--- src/rtl/nand_addr_latch_cycle.sv ---
// nand_addr_latch_cycle
// Address latch cycle generator for the NAND flash test path. A start pulse
// latches a packed address. The address is then sent MSB byte first as
// ALE-qualified write cycles with programmable setup, strobe-low and
// strobe-high times. A level done flag is raised once the last byte is out.
//
// Build option: define NAND_ALC_5CYC_EN to add the addr_ext port and send a
// fifth address byte after addr_in[7:0]. Leave it undefined for four bytes.
//
// state  | meaning
// -------+--------------------------------------------------------------
// IDLE   | waiting for start, bus released
// SETUP  | byte on io_out with ALE high, we_n high (address setup time)
// WLOW   | we_n driven low, byte and ALE held
// WHIGH  | we_n back high, byte and ALE held (hold time after rising edge)
// DONE   | sequence complete, done high until the next accepted start

module nand_addr_latch_cycle #(
  parameter int unsigned TSETUP = 1,
  parameter int unsigned TWP    = 2,
  parameter int unsigned TWH    = 2
) (
  input  logic        CLK,
  input  logic        reset,
  input  logic        start,
  input  logic [31:0] addr_in,
`ifdef NAND_ALC_5CYC_EN
  input  logic [7:0]  addr_ext,
`endif
  output logic [7:0]  io_out,
  output logic        io_oe,
  output logic        ale,
  output logic        we_n,
  output logic        busy,
  output logic        done
);

`ifdef NAND_ALC_5CYC_EN
  localparam int unsigned NBYTES = 5;
`else
  localparam int unsigned NBYTES = 4;
`endif
  localparam int unsigned SREG_W = 8 * NBYTES;

  // Timer reload values; the timer counts down to zero inside each state.
  localparam logic [7:0] CNT_SETUP = 8'(TSETUP - 1);
  localparam logic [7:0] CNT_WLOW  = 8'(TWP - 1);
  localparam logic [7:0] CNT_WHIGH = 8'(TWH - 1);
  localparam logic [2:0] IDX_LAST  = 3'(NBYTES - 1);

  typedef enum logic [2:0] {
    ST_IDLE,
    ST_SETUP,
    ST_WLOW,
    ST_WHIGH,
    ST_DONE
  } state_t;

  state_t            state_q, state_d;
  logic [7:0]        cnt_q, cnt_d;
  logic [2:0]        idx_q, idx_d;
  logic [SREG_W-1:0] sreg_q, sreg_d;
  logic [SREG_W-1:0] sreg_load;

  logic [7:0]        io_out_q, io_out_d;
  logic              io_oe_q, io_oe_d;
  logic              ale_q, ale_d;
  logic              we_n_q, we_n_d;
  logic              busy_q, busy_d;
  logic              done_q, done_d;
  logic              active_d;

`ifdef NAND_ALC_5CYC_EN
  assign sreg_load = {addr_in, addr_ext};
`else
  assign sreg_load = addr_in;
`endif

  // Next-state, timer, byte index and shift register; start is only honoured
  // while the bus is idle so a running sequence cannot be corrupted.
  always_comb begin
    state_d = state_q;
    cnt_d   = cnt_q;
    idx_d   = idx_q;
    sreg_d  = sreg_q;
    case (state_q)
      ST_IDLE, ST_DONE: begin
        if (start) begin
          sreg_d  = sreg_load;
          idx_d   = 3'd0;
          cnt_d   = CNT_SETUP;
          state_d = ST_SETUP;
        end
      end
      ST_SETUP: begin
        if (cnt_q == 8'd0) begin
          cnt_d   = CNT_WLOW;
          state_d = ST_WLOW;
        end else begin
          cnt_d = cnt_q - 8'd1;
        end
      end
      ST_WLOW: begin
        if (cnt_q == 8'd0) begin
          cnt_d   = CNT_WHIGH;
          state_d = ST_WHIGH;
        end else begin
          cnt_d = cnt_q - 8'd1;
        end
      end
      ST_WHIGH: begin
        if (cnt_q == 8'd0) begin
          if (idx_q == IDX_LAST) begin
            cnt_d   = 8'd0;
            state_d = ST_DONE;
          end else begin
            idx_d   = idx_q + 3'd1;
            sreg_d  = {sreg_q[SREG_W-9:0], 8'h00};
            cnt_d   = CNT_SETUP;
            state_d = ST_SETUP;
          end
        end else begin
          cnt_d = cnt_q - 8'd1;
        end
      end
      default: begin
        cnt_d   = 8'd0;
        idx_d   = 3'd0;
        state_d = ST_IDLE;
      end
    endcase
  end

  // Outputs are decoded from the next state so that, once registered, they
  // line up with the state they describe and never see a combinational input.
  always_comb begin
    active_d = (state_d == ST_SETUP) || (state_d == ST_WLOW) ||
               (state_d == ST_WHIGH);
    busy_d   = active_d;
    ale_d    = active_d;
    io_oe_d  = active_d;
    we_n_d   = (state_d != ST_WLOW);
    done_d   = (state_d == ST_DONE);
    io_out_d = active_d ? sreg_d[SREG_W-1 -: 8] : 8'h00;
  end

  // Single state register; reset drops the strobe and releases the bus at once.
  always_ff @(posedge CLK or posedge reset) begin
    if (reset) begin
      state_q  <= ST_IDLE;
      cnt_q    <= 8'd0;
      idx_q    <= 3'd0;
      sreg_q   <= '0;
      io_out_q <= 8'h00;
      io_oe_q  <= 1'b0;
      ale_q    <= 1'b0;
      we_n_q   <= 1'b1;
      busy_q   <= 1'b0;
      done_q   <= 1'b0;
    end else begin
      state_q  <= state_d;
      cnt_q    <= cnt_d;
      idx_q    <= idx_d;
      sreg_q   <= sreg_d;
      io_out_q <= io_out_d;
      io_oe_q  <= io_oe_d;
      ale_q    <= ale_d;
      we_n_q   <= we_n_d;
      busy_q   <= busy_d;
      done_q   <= done_d;
    end
  end

  assign io_out = io_out_q;
  assign io_oe  = io_oe_q;
  assign ale    = ale_q;
  assign we_n   = we_n_q;
  assign busy   = busy_q;
  assign done   = done_q;

endmodule

--- config.mk ---
export PLATFORM = sky130hd
export DESIGN_NAME = nand_addr_latch_cycle
export DESIGN_NICKNAME = d
export VERILOG_FILES = /design/src/rtl/nand_addr_latch_cycle.sv
export SDC_FILE = /design/constraint.sdc
export NUM_CORES = 1
export LEC_CHECK = 0
export ABC_AREA = 1
export CAP_MARGIN = 20
export CORE_MARGIN = 8
export CORE_UTILIZATION = 25
export DETAILED_ROUTE_END_ITERATION = 12
export PLACE_DENSITY_LB_ADDON = 0.3
export REMOVE_ABC_BUFFERS = 1
export SYNTH_ARGS = -nofsm -noshare
export SYNTH_HDL_FRONTEND = slang
export SYNTH_SLANG_ARGS = --single-unit
--- constraint.sdc ---
create_clock -name CLK -period 4.59 [get_ports CLK]
set_input_delay 0.918 -clock CLK [delete_from_list [all_inputs] [get_ports CLK]]
set_output_delay 0.918 -clock CLK [all_outputs]
set_load 0.02 [all_outputs]
# == Word level (Yosys, flattened, before mapping) ==
# Index checks and enable logic that the tools add are counted.
# classes
addsub,2
n_eq_ne,13
muxes,19
bitwise,1
n_reduce_logical,9
# op_table
cell,n
32-bit 2-to-1 mux,3
32-bit one-hot mux with 2 select lines,1
8-bit 2-to-1 mux,4
3-bit 2-to-1 mux,8
8-bit one-hot mux with 3 select lines,1
"3-bit by 2-bit equality test with 1-bit output, second input constant",5
3-bit one-hot mux with 4 select lines,1
3-bit one-hot mux with 3 select lines,1
8-bit logical NOT,1
4-bit AND reduction,2
"8-bit by 1-bit subtractor with 8-bit output, second input constant",1
"3-bit by 1-bit equality test with 1-bit output, second input constant",2
"3-bit equality test, second input constant",2
"2-bit != test, second input constant",3
2-bit OR reduction,2
"3-bit by 1-bit adder with 3-bit output, second input constant",1
3-bit logical NOT,1
"3-bit by 2-bit != test with 1-bit output, second input constant",1
1-bit logical OR,2
2-bit nonzero test,1
1-bit inverter,1
# totals
register_bits,57
in_bits,35
output_inout_bits,13

# == Longest topological paths before layout ==
# logic_depth
word_depth,8
mapped_depth,10
depth_no_buf,9

# == Worst setup path before layout ==
# OpenSTA, ideal clock, no wires.
# synth_timing
path_kind,input -> register
from,input port start
to,register io_out_q[1] (netlist: io_out[1])
arrival_time_ns,1.689
slack_ns,2.779
cell_stages,8
path_cell_list,inv_1 nand2_4 nand2_1 nor2_1 nand2_2 buf_6 a21oi_2 nor2_1
# synth_between
elab_chain_len,6
word_cells_on_any_way,10
cone_classes,eq/ne: 3; mux: 5; reduce/logical: 2
# synth_lines
element,line,text
"start, declared",25,"input logic start,"
3-bit 2-to-1 mux,88,if (start) begin
3-bit one-hot mux with 4 select lines,86,case (state_q)
3-bit by 1-bit equality test with 1-bit output / 3-bit by 2-bit equality test with 1-bit output (equally long branches),137,active_d = (state_d == ST_SETUP) || (state_d == ST_WLOW) ||
1-bit logical OR (2 in a row),137,
8-bit 2-to-1 mux (*),144,io_out_d = active_d ? sreg_d[SREG_W-1 -: 8] : 8'h00;
named net io_out_d[1],65,"logic [7:0] io_out_q, io_out_d;"
"end signal, assigned",165,io_out_q <= io_out_d;
"end, declared",65,
# The timed path passes the listed nets; every way through them passes the cells marked *. The select of a mux whose other input is x is not followed.
# A chain may end at the register's enable or synchronous reset.

# == Worst setup path after layout ==
# layout_timing
from,input port start
to,register io_out_q[7] (netlist: io_out[7])
# The elaborated chain is that of the path after synthesis.

==> metrics list <==
* Summed negative setup slack over all endpoints: 0 ps
* Dominant cell by count in the synthesized netlist: sky130_fd_sc_hd__nand2_1
- The H-tree generated during clock tree synthesis spans 3 levels.
- Worst-skew pair later-pin latency: around 340 ps
* Post-detailed-route via-to-cell ratio: about 4
* Highest ir drop seen on vdd: between 0.15 and 0.2 mV
* Placeable Area: roughly 11000 µm²
* Synth async-reset ratio: 100%
* Number of instances in the synthesized netlist: around 320
- Worst Tran Pin Value: 689 ps
* Worst R2R Path Depth: 8
- Root cell of the clock tree: sky130_fd_sc_hd__clkbuf_8
- The critical path goes through clkdlybuf4s50_1 -> inv_1 -> nand2_4 -> nand2_1 -> nor2_1 -> nand2_2 -> a21oi_1 -> nor2_1.
* Number of storage elements in the synthesis netlist: 57
* Timing-limited maximum frequency: ~410 MHz
- Power per cell area: 611 nW/µm²
* Pin count of the biggest net entering global routing: 34
* Top-level port count: 48
- The worst hold path belongs to the class register to register.
- The worst pin sits at a relative slew slack of between 50 and 60%.
* Die area: between 10000 and 15000 µm²
* Status: completed
- Number of design rule violations left after detail routing: 0
- After synthesis, the cell types taking the most area are sky130_fd_sc_hd__dfrtp_1, sky130_fd_sc_hd__nand2_1, sky130_fd_sc_hd__nand3_1.
* Clock slew seen by the registers of the worst setup and hold paths: about 70 ps
* Number of maximum-capacitance violations: 0
- Worst hold start: sreg_q[1]
- The number of placed instances, taps included, is approximately 500.
* Final Hold Vio Count: 0
- Detailed-router iteration count before antenna repair: 6
* Reg-to-Reg End: io_out[7]
- Clock buffer count from CTS: 9
* Slack of the worst reg-to-reg path: about 2300 ps
- Final Instance Count excl. Fillers: between 500 and 600
- Summed over all layers, the routed wires come to 6090 µm.
- In the final layout, the share of cells above drive strength 1 is 11.8%.
* Number of fill cells in the layout: around 1100
- The detailed router finished its first iteration with 108 violations.
* Proportion of netlist area held by the largest area contributor: 51.6%
- Number of max-slew violations in the final report: 0
- For this design the static power due to leakage is ~0.0017 µW.
* Post-CTS repair timing setup buffer count: 0
* Vertical extent of the die: approximately 120 µm
- Antenna violations before repair: 0
- Final critical-path required period: about 2400 ps
- Post-DP HPWL: ~4400 µm
- In this run the critical register-to-register path is launched from state_q[2].
* Count of instances resized after the clock tree is built: 0
- The congestion estimate from routability-driven global placement came to 0.711.
* Worst-path fanout max: 32
- The detail route stage leaves a number of antenna-violating nets equal to 0.
- Summing the areas of all xor and xnor instances in the mapped netlist gives less than 1% of the synthesized area.
- Counting instances, the worst hold path has a depth of 2.
- Main synth FF type: sky130_fd_sc_hd__dfrtp_1
* Simple-Gate Fraction of Synth Area: 31.0%
* Compound-cell area share of the yosys netlist: under 10%
* Netlist cell types: 27
* Synth-to-Final Area Change: 26.6%
- Buf+Inv Stages, Crit Path: 2
* Library cell occupying the most area in the post-synthesis netlist: sky130_fd_sc_hd__dfrtp_1
* Top post-synthesis cells by count: sky130_fd_sc_hd__nand2_1, sky130_fd_sc_hd__dfrtp_1, sky130_fd_sc_hd__nand3_1, sky130_fd_sc_hd__inv_1, sky130_fd_sc_hd__nor2_1
* Highest cell delay on the worst timing path: 450 ps
* TritonCTS clock tree: done
- On the critical path, the stage with the largest delay is an instance of sky130_fd_sc_hd__clkdlybuf4s50_1.
- Chip width: 120 µm
* Buffers on Ports: 47
- The number of global-route vias before repair is 2300.
* Largest clock skew in the final design: 18.8 ps
- The cell area that synthesis handed to floorplanning was 2710 µm².
- Max clock buf depth: 2
* Average cell area after synthesis: between 8 and 9 µm²
* Class of the most critical setup path: input port to register
* Period Utilization, post-route: 52.5%
* ANT cells: 0
- At the end of the flow, the number of nets in the layout was approximately 410.
- Of the total synthesized cell area, the portion taken by full adders, half adders and majority gates is approximately 1.4%.
- Sequential cells were found to cover 52.6% of the synthesized design area.
- The initialized floorplan defines 38 standard-cell rows.
* RSZ-0062 raised after global routing: no
- The synthesized design contains 0 enable-type register cells.
- Overall routing resource usage: a little under a tenth
* Top cell family by delay on the critical path: simple AND/OR/NAND/NOR gates
- Post-DR wirelength/cell: ~12 µm
- Effective utilization at floorplan: 25.4%
- For the worst setup path, the data required time is approximately 4800 ps.
- During synthesis, Yosys emitted a total of 0 warnings.
- Global-route wire length before repair: about 11000 µm
- Counting stages on the worst path, the most repeated cell is sky130_fd_sc_hd__nor2_1.
- By area, the combinational part of the netlist is dominated by simple AND/OR/NAND/NOR gates.
- After clock tree synthesis, the flow added hold-fix buffers numbering 0.
- The clock net in this run drives a total of 57 sinks.
- Min-Delay Endpoint: sreg_q[1]
* CP startpoint kind: input port
- Arrival @ worst endpoint: around 2600 ps
- Setup violations remaining at the end of the flow were counted as 0.
- Category of the worst setup path capture point: register
- Remaining Overflow, GRT: 0
- Measured against the total synthesized area, the mux share comes to 0%.
- DR vias: between 2000 and 2500
[state kept, by name, indices dropped and copies added (netlist names)]
register / count
busy: 1
cnt_q: 8
done: 1
idx_q: 3
io_out: 8
sreg_q: 32
state_q: 3
we_n: 1
[cells by family (layout without fill, tap and decap cells)]
family | after synthesis | after routing
simple gates | 185 | 185
flops | 57 | 57
buf+inv | 54 | 104
compound gates | 24 | 24
fa+ha+maj | 3 | 3
xor+xnor | 1 | 1
[worst max path at each step]
stage	start	end	slack [ps]	depth (start not counted)
final	start	io_out[7]	2180	8
after global routing	start	io_out[0]	1990	8
after CTS	start	io_out[7]	2170	8
after detailed placement	start	io_out[7]	1810	8
after global placement	start	io_out[0]	1860	8
after floorplan	reset	busy	2270	1
[through the flow]
stage | worst slack (ps) | instance area (µm²) | utilization [%] | hold WS (ps) | total power [µW]
after floorplan | 2270 | 2620 | - | 438 | 1440
after global placement | 1860 | 3270 | 30.6 | 455 | 1700
after detailed placement | 1810 | 3270 | 30.6 | 463 | 1730
after CTS | 2170 | 3430 | 32.1 | 479 | 2130
after global routing | 1990 | 3430 | 32.1 | 489 | 2310
final | 2180 | 3430 | 32.1 | 473 | 2100
[metal layers]
metal  track usage, %  vias to the layer above  share of wire (%)
met5                0                        -                  0
met4             5.15                        0                1.9
met3             2.89                        7                5.5
met2             13.5                       37                 43
met1             11.9                      959                 50
li1                 -                     1113                  -
[placed cells by master, fill, tap and decap left out, drive strengths merged]
cell type and count:
nand2 95, dfrtp 56, clkdlybuf4s50 47, nand3 45
inv 41, nor2 34, a21oi 15, clkbuf 9
o21ai 6, clkinv 5, nand4 4, nor3 4
ha 3, or2 2, nand3b 1, a31oi 1
o22ai 1, o31ai 1, xnor2 1, clkinvlp 1
buf 1, dfstp 1
[tightest hold or removal path: cells and delay by family, from the launching register on]
family        cells  cell delay, ps
flops             1             340
simple gates      2             110
[where the power goes]
| group | internal [µW] | switching (µW) |
|---|---|---|
| sequential | 690 | 97.8 |
| combinational | 317 | 602 |
| clock | 189 | 201 |
| total | 1200 | 901 |
[cell type report]
cell class              instances  area, µm²  share of cell area, %
repair buffers                 48        478                   13.9
clock buffers                   9        124                   3.61
multi-input cells             213       1040                   30.3
flip-flops and latches         57       1430                   41.6
well taps                     140        175                   5.10
inverters                      41        154                   4.48
clock inverters                 6       36.3                   1.06
No activity file was read; power rests on OpenSTA's default activity.
